### config.mk
export PLATFORM = sky130hd
export DESIGN_NAME = mpu_mapman_ring
export DESIGN_NICKNAME = d
export VERILOG_FILES = /design/src/rtl/mpu_mapman_ring.sv
export SDC_FILE = /design/constraint.sdc
export NUM_CORES = 1
export LEC_CHECK = 0
export BUFFER_PORTS_ARGS = -buffer_cell sky130_fd_sc_hd__buf_2
export CAP_MARGIN = 20
export CORE_UTILIZATION = 50
export CTS_CLUSTER_SIZE = 25
export DETAILED_ROUTE_END_ITERATION = 12
export PLACE_DENSITY = 0.68
export SETUP_SLACK_MARGIN = 0.3
export SLEW_MARGIN = 0
export SYNTH_ARGS = -nofsm -noshare
export SYNTH_HDL_FRONTEND = slang
export SYNTH_SLANG_ARGS = --single-unit
### constraint.sdc
create_clock -name clock -period 4.7 [get_ports clock]
set_input_delay 0.47 -clock clock [delete_from_list [all_inputs] [get_ports clock]]
set_output_delay 0.47 -clock clock [all_outputs]
set_load 0.02 [all_outputs]
### src/rtl/mpu_mapman_ring.sv
// mpu_mapman_ring: ring-order instruction-memory allocator with associative thread-ID lookup,
// release-on-lookup and in-order reclamation of released regions.
module mpu_mapman_ring #(
    parameter int NUM_ENTRY  = 8,
    parameter int MEM_SIZE   = 1024,
    parameter int WIDTH_ID   = 8,
    parameter int WIDTH_ADDR = $clog2(MEM_SIZE)
) (
    input  logic                         clock,
    input  logic                         reset,
    input  logic                         I_Req_St,
    input  logic [WIDTH_ID-1:0]          I_ThreadID_St,
    input  logic [WIDTH_ADDR:0]          I_Length_St,
    output logic                         O_Ack_St,
    output logic                         O_Nack_St,
    output logic [WIDTH_ADDR-1:0]        O_Addr_St,
    input  logic                         I_Req_Lookup,
    input  logic [WIDTH_ID-1:0]          I_ThreadID_Ld,
    input  logic                         I_Release,
    output logic                         O_Ack_Lookup,
    output logic                         O_Hit,
    output logic [WIDTH_ADDR-1:0]        O_Address,
    output logic [WIDTH_ADDR:0]          O_Length,
    output logic [WIDTH_ADDR:0]          O_Used_Size,
    output logic [$clog2(NUM_ENTRY):0]   O_Num,
    output logic                         O_Full,
    output logic                         O_Empty
);
    localparam int WE = $clog2(NUM_ENTRY);
    localparam int WL = WIDTH_ADDR + 1;
    localparam logic [WL-1:0] MEM_W = WL'(MEM_SIZE);
    localparam logic [WE:0]   NUM_W = (WE+1)'(NUM_ENTRY);

    logic [NUM_ENTRY-1:0]  valid, live;
    logic [WIDTH_ID-1:0]   tid  [NUM_ENTRY];
    logic [WIDTH_ADDR-1:0] base [NUM_ENTRY];
    logic [WL-1:0]         len  [NUM_ENTRY];
    logic [WE-1:0]         wptr, rptr, ld_idx;
    logic [WIDTH_ADDR-1:0] tail;
    logic [WL-1:0]         used;
    logic [WE:0]           num;
    logic                  dup, ld_hit, accept, reclaim, lk_hit;

    // Downward scan leaves the lowest matching index in ld_idx.
    always_comb begin
        dup    = 1'b0;
        ld_hit = 1'b0;
        ld_idx = '0;
        for (int i = NUM_ENTRY - 1; i >= 0; i--) begin
            if (live[i] && tid[i] == I_ThreadID_St) dup = 1'b1;
            if (live[i] && tid[i] == I_ThreadID_Ld) begin
                ld_hit = 1'b1;
                ld_idx = WE'(i);
            end
        end
    end

    // Capacity is judged against pre-reclaim occupancy.
    assign accept  = I_Req_St && num < NUM_W && I_Length_St != '0 &&
                     I_Length_St <= MEM_W - used && !dup;
    assign reclaim = valid[rptr] && !live[rptr];
    assign lk_hit  = I_Req_Lookup && ld_hit;

    always_ff @(posedge clock or negedge reset) begin
        if (!reset) begin
            valid        <= '0;
            live         <= '0;
            for (int i = 0; i < NUM_ENTRY; i++) begin
                tid[i]  <= '0;
                base[i] <= '0;
                len[i]  <= '0;
            end
            wptr         <= '0;
            rptr         <= '0;
            tail         <= '0;
            used         <= '0;
            num          <= '0;
            O_Ack_St     <= 1'b0;
            O_Nack_St    <= 1'b0;
            O_Addr_St    <= '0;
            O_Ack_Lookup <= 1'b0;
            O_Hit        <= 1'b0;
            O_Address    <= '0;
            O_Length     <= '0;
        end else begin
            O_Ack_St     <= accept;
            O_Nack_St    <= I_Req_St && !accept;
            O_Ack_Lookup <= I_Req_Lookup;
            O_Hit        <= lk_hit;
            O_Address    <= lk_hit ? base[ld_idx] : '0;
            O_Length     <= lk_hit ? len[ld_idx] : '0;
            if (accept) begin
                valid[wptr] <= 1'b1;
                live[wptr]  <= 1'b1;
                tid[wptr]   <= I_ThreadID_St;
                base[wptr]  <= tail;
                len[wptr]   <= I_Length_St;
                O_Addr_St   <= tail;
                tail        <= tail + I_Length_St[WIDTH_ADDR-1:0];
                wptr        <= wptr + 1'b1;
            end
            if (reclaim) begin
                valid[rptr] <= 1'b0;
                rptr        <= rptr + 1'b1;
            end
            if (lk_hit && I_Release) live[ld_idx] <= 1'b0;
            used <= used + (accept ? I_Length_St : WL'(0)) - (reclaim ? len[rptr] : WL'(0));
            num  <= num + (WE+1)'(accept) - (WE+1)'(reclaim);
        end
    end

    assign O_Used_Size = used;
    assign O_Num       = num;
    assign O_Full      = num == NUM_W || used == MEM_W;
    assign O_Empty     = num == '0;
endmodule

==> results of run 1 <==
-- cell type report --
type	count	area, um2
fillers	2732	14200
multi-input cells	902	8390
flip-flops and latches	314	7860
clock buffers	56	1130
repair buffers	137	922
well taps	448	561
inverters	62	238
clock inverters	9	184
-- cells by family (layout without fill, tap and decap cells) --
group | after synthesis | after routing | synth area share
AOI/OAI and AO/OA | 187 | 187 | 0.0834
xor gates and xnor gates | 161 | 161 | 0.0832
adders and majority gates | 52 | 52 | 0.0437
buffers and inverters | 164 | 264 | 0.0549
DFF | 314 | 314 | 0.464
muxes | 267 | 267 | 0.197
and+or+nand+nor | 235 | 235 | 0.0743
-- through the flow --
| step | area (um2) | cells |
|---|---|---|
| final | 19300 | 1928 |
| after detailed placement | 17700 | 1848 |
| after CTS | 19200 | 1924 |
| after global placement | 17700 | 1848 |
| after global routing | 19300 | 1928 |
| after floorplan | 17000 | 1380 |
-- state kept, by name, indices dropped and copies added, names as in the netlist, 3 cells and up --
signal	cells
O_Num	4
O_Address	10
base	80
O_Addr_St	10
len	88
tail	10
valid	8
O_Length	11
rptr	3
tid	64
live	8
O_Used_Size	11
wptr	3
-- where the power goes --
| part | internal [uW] | switching [uW] | total [uW] |
|---|---|---|---|
| combinational | 3080 | 2880 | 5960 |
| clock | 1930 | 1110 | 3040 |
| sequential | 3900 | 1130 | 5030 |
| total | 8910 | 5120 | 14000 |
-- worst max-delay path by stage --
stage	depth (start not counted)	slack, ns	endpoint	startpoint
floorplan	25	0.22	O_Used_Size[9]	O_Used_Size[0]
global placement	23	0.19	O_Used_Size[9]	O_Used_Size[0]
detailed placement	25	0.03	O_Used_Size[10]	O_Used_Size[0]
CTS	23	0.31	O_Used_Size[10]	O_Used_Size[1]
global route	23	0.08	O_Used_Size[9]	O_Used_Size[3]
finish	23	0.29	O_Used_Size[10]	O_Used_Size[1]
-- cells in the mapped netlist, drive strengths merged (8+ instances only) --
library cell / count
ha: 40
mux2i: 11
a21oi: 19
o22a: 30
xor2: 44
o221ai: 29
nor2: 41
nand2: 81
o22ai: 39
nor4: 13
dfrtp: 314
xnor2: 117
nand4: 25
a21o: 8
buf: 89
nand3: 19
inv: 62
mux2: 230
fa: 12
nor3: 30
mux4: 26
o21ai: 24
clkbuf: 13
-- critical path, delay by kind of cell, from the launching register on --
kind / cells / cell delay, ns
adder cells (fa/ha/maj): 4 / 1.26
AO/OA/AOI/OAI: 6 / 1.20
AND/OR/NAND/NOR: 6 / 0.71
buffers and inverters: 5 / 0.43
flip-flops: 1 / 0.42
XOR/XNOR: 2 / 0.26
-- metal layers --
layer,part of all wire,routed length (um),up-vias,global-route usage
li1,-,-,5093,-
met1,0.45,19700,5944,0.377
met2,0.46,20200,352,0.412
met3,0.055,2380,77,0.0413
met4,0.029,1270,0,0.0902
met5,0,0,-,0
-- what timing repair did --
action,4_1_cts,5_1_grt
pin swaps,19,14
resized for setup,13,18
cloned,0,0
setup buffers,11,4
endpoints found under the setup margin,5,29
==> impl_metrics.tcl, run 1 <==
set metrics [dict create \
    critical-path-slowest-cell "fa_1" \
    fmax_mhz 227 \
    yosys_warnings 0 \
    most-common-layout-cells "dfrtp_1 (310), mux2_2 (209), xnor2_1 (114)" \
    syn_to_final_growth_pct 13.8 \
    grt_max_degree 123 \
    synth_top_area_cell "dfrtp_1" \
    clk_path_buf_depth 3 \
    synth_area_leaders "dfrtp_1 (46%), mux2_2 (14%), xnor2_1 (6.0%), mux4_2 (3.5%), ha_1 (3.0%)" \
    hold_viol_final 0 \
    syn-num-nets 1464 \
    holdWs_ns 0.0164 \
    finalNetCount 1537 \
    gr-total-overflow 0 \
    die_h_um 186 \
    die_x_um 186 \
    cts_tree "built" \
    status "completed" \
    via_per_inst 5.95 \
    synth_edf_count 0 \
    synth_seq_cells 314 \
    vias 11500 \
    grt_pass1_vias 11800 \
    r2r_slack_ns 0.29 \
    max_slew_margin 0.287 \
    crit_type "reg -> reg" \
    drt-initial-drc-count 767 \
    clkLatencyLatePin_ns 0.53 \
    slew_viol_final 0 \
    ctsHoldBuffers 0 \
    synth_cell_types 73 \
    power_leakage_uw 0.00869 \
    hold_class "in -> async" \
    die_area_um2 34600 \
    p_total_uw 14000 \
    finalCriticalPeriod_ns 4.41 \
    avgSynthCellArea_um2 12.3 \
    arrival_ns 4.81 \
    place_ws_ns 0.0279 \
    r2r_cells 23 \
    critPathRequiredTime_ns 5.10 \
    worstPathCellList "inv_4 > ha_4 > and3_4 > xnor2_2 > ha_1 > nand4_1 > nor2_1 > o41a_1 > o31ai_1 > nand4_1 > inv_4 > buf_4 > nand2_1 > fa_1 > inv_1 > ha_1 > inv_2 > o21bai_2 > a21oi_2 > nor2b_2 > o41ai_2 > o21ai_1 > xnor2_1" \
    drive_gt1_frac 0.348 \
    final_common_cell "dfrtp_1" \
    fin_crit_sh 0.938 \
    rsz0062_at_grt "yes" \
    r2r-end "O_Used_Size[10]" \
    slowest_delay_ns 0.49 \
    path_max_fanout 5 \
    ant_nets 0 \
    antenna_cells 0 \
    setup_viol 0 \
    fin_ws_ns 0.293 \
    cap_viol_max_count 0 \
    syn_inst 1380 \
    port_buffers 83 \
    clkSinkCount 314 \
    cp-end-kind "register" \
    grt_pass1_wl_um 69600 \
    synth_top_area_frac 0.464 \
    io_pins 84 \
    tightestPinTransition_ns 1.07 \
    rows 67 \
    netlist_area_um2 16900 \
    cts_buffers 36 \
    clkTransAtPathRegs_ns 0.06 \
    start_util 0.506 \
    dp_hpwl_um 28200 \
    seq_area_frac_synth 0.464 \
    wl_um 43600 \
    firstDrtPassIters 5 \
    finish.utilization 0.577 \
    powerDensity_nw_per_um2 727 \
    irDropWorstVdd_mv 0.392 \
    gp_congestion 0.945 \
    antenna_found_initial 0 \
    async_reset_ff_frac 1.00 \
    cts.htree.levels 2 \
    core_um2 33400 \
    grtUsageTotal 0.265 \
    skew_ns 0.0317 \
    wl_per_cell_um 22.6 \
    drcViolationCount 0 \
    ys.flop_type "dfrtp_1" \
    clockRootBuffer "clkbuf_16" \
    reg2reg_from "O_Used_Size[1]" \
    start_kind "register" \
    setup_tns_ns 0 \
]
No activity file was read; power rests on OpenSTA's default activity.
==> run 2: changes to the inputs <==
==> constraint.sdc (replaced) <==
create_clock -name clock -period 4.7 [get_ports clock]
set_input_delay 0.705 -clock clock [delete_from_list [all_inputs] [get_ports clock]]
set_output_delay 0.705 -clock clock [all_outputs]
set_load 0.02 [all_outputs]
==> run 2 against run 1 <==
  * Register-to-register slack lost 0.09 ns
  * Fmax shrank 2.1%
  * Power shrank 0.33%
  * Hold slack gained 0.22 ns
  * Critical path type unchanged
  * Largest cell class unchanged
==> impl_metrics.tcl, run 2 (same netlist as run 1, synthesis figures left out) <==
set metrics [dict create \
    drive_gt1_frac 0.348 \
    gr-total-overflow 0 \
    most-common-layout-cells "dfrtp_1 (309), mux2_2 (209), xnor2_1 (114)" \
    cts.htree.levels 2 \
    finalNonFillerCells 1929 \
    slew_viol_final 0 \
    port_buffers 83 \
    holdWs_ns 0.236 \
    largest_register "len" \
    largest_register_ffs 88 \
    antenna_cells 0 \
    wl_met2_um 20500 \
    maxUsedRoutingLayer "met4" \
    fmax_mhz 222 \
    core_um2 33400 \
    grtUsageTotal 0.260 \
    wl_um 43300 \
    drt-initial-drc-count 875 \
    clk_path_buf_depth 3 \
    dp.cells 1851 \
    fin_crit_sh 0.958 \
    grt_max_degree 108 \
    finalNetCount 1539 \
    path_max_fanout 6 \
    cp-end-kind "register" \
    via_per_inst 5.95 \
    power_leakage_uw 0.00866 \
    fin_area_um2 19200 \
    setup_viol 0 \
    final_common_cell "dfrtp_1" \
    die_x_um 186 \
    clkSinkCount 314 \
    clkLatencyLatePin_ns 0.53 \
    cts_buffers 36 \
    firstDrtPassIters 5 \
    finalCriticalPeriod_ns 4.50 \
    status "completed" \
    cap_viol_max_count 0 \
    antenna_found_initial 0 \
    hold_viol_final 0 \
    io_pins 84 \
    crit_type "reg -> reg" \
    dp_hpwl_um 27600 \
    start_kind "register" \
    start_util 0.506 \
    p_total_uw 14000 \
    clkTransAtPathRegs_ns 0.07 \
    rows 67 \
    wl_met1_um 19200 \
    vias 11500 \
    wl_met3_um 2320 \
    irDropWorstVdd_mv 0.343 \
    grt_pass1_wl_um 68600 \
    ctsHoldBuffers 0 \
    clockRootBuffer "clkbuf_16" \
    reg_top3 "len (88), base (80), tid (64)" \
    ant_nets 0 \
    rsz0062_at_grt "yes" \
    arrival_ns 4.90 \
    wl_per_cell_um 22.4 \
    setup_tns_ns 0 \
    powerDensity_nw_per_um2 728 \
    critPathRequiredTime_ns 5.10 \
    tightestPinTransition_ns 1.08 \
    skew_ns 0.0227 \
    place_area_um2 17700 \
    hold_class "in -> async" \
    gp_congestion 0.921 \
    die_h_um 186 \
    syn_to_final_growth_pct 13.4 \
    max_slew_margin 0.283 \
    grt_pass1_vias 11900 \
    drcViolationCount 0 \
    die_area_um2 34600 \
    cts_tree "built" \
]
[run 2: cell count changes in the layout (fill, tap and decap cells not counted), sizes merged]
cell,delta
clkbuf,-6
clkinv,+4
buf,+2
inv,+2
bufinv,-1
[run 2: path summary, 6_finish.rpt]
check	from	end	slack, ns	depth (start not counted)
max	O_Used_Size[0]	O_Used_Size[10]	0.20	23
max in group asynchronous	reset	base[47]	3.35	2
min reg2reg	base[41]	base[41]	0.49	2
max reg2reg	O_Used_Size[0]	O_Used_Size[10]	0.20	23
min	reset	tid[58]	0.24	1
min in group clock	I_Req_Lookup	O_Ack_Lookup	0.37	1
[run 2: power breakdown]
part | switching (uW) | total (uW) | internal, uW
sequential | 1130 | 5030 | 3900
clock | 1130 | 2930 | 1790
combinational | 2900 | 6030 | 3130
total | 5160 | 14000 | 8820
[run 2: final cells by class]
class	count	area (um2)
inverters	62	238
well taps	448	561
repair buffers	139	937
fillers	2745	14200
clock buffers	50	1050
clock inverters	14	184
multi-input cells	902	8370
flip-flops and latches	314	7860
[run 2: worst max-delay path, stage by stage, from the launching register on]
cell      delay [ns]
dfrtp_2         0.43
inv_2           0.06
ha_4            0.17
and3_4          0.18
xnor2_2         0.14
ha_1            0.32
o21ai_1         0.08
nor2_1          0.06
o41a_1          0.37
o31ai_1         0.21
nand4_1         0.21
inv_4           0.14
nand2_2         0.07
fa_1            0.51
buf_4           0.12
fa_2            0.20
inv_2           0.04
a21oi_2         0.11
o21bai_1        0.09
a21oi_1         0.13
nor2b_1         0.08
o41ai_2         0.38
o21ai_1         0.12
xnor2_1         0.15
[run 2: per-stage QoR]
stage | setup slack (ns) | utilization
2_1_floorplan | 0.219 | -
3_3_place_gp | 0.242 | 0.530
3_5_place_dp | 0.126 | 0.530
4_1_cts | 0.284 | 0.571
5_1_grt | -0.0630 | 0.574
6_report | 0.200 | 0.574
[run 2: routing by layer]
layer / vias to the layer above / track usage
met5: - / 0
met4: 0 / 0.0902
met3: 80 / 0.0354
met2: 345 / 0.418
met1: 5954 / 0.362
li1: 5103 / -
[run 2: what timing repair did]
action | CTS | global route
setup endpoints to repair | 3 | 33
gates resized for setup | 8 | 19
pin swaps | 10 | 8
setup buffers | 9 | 5
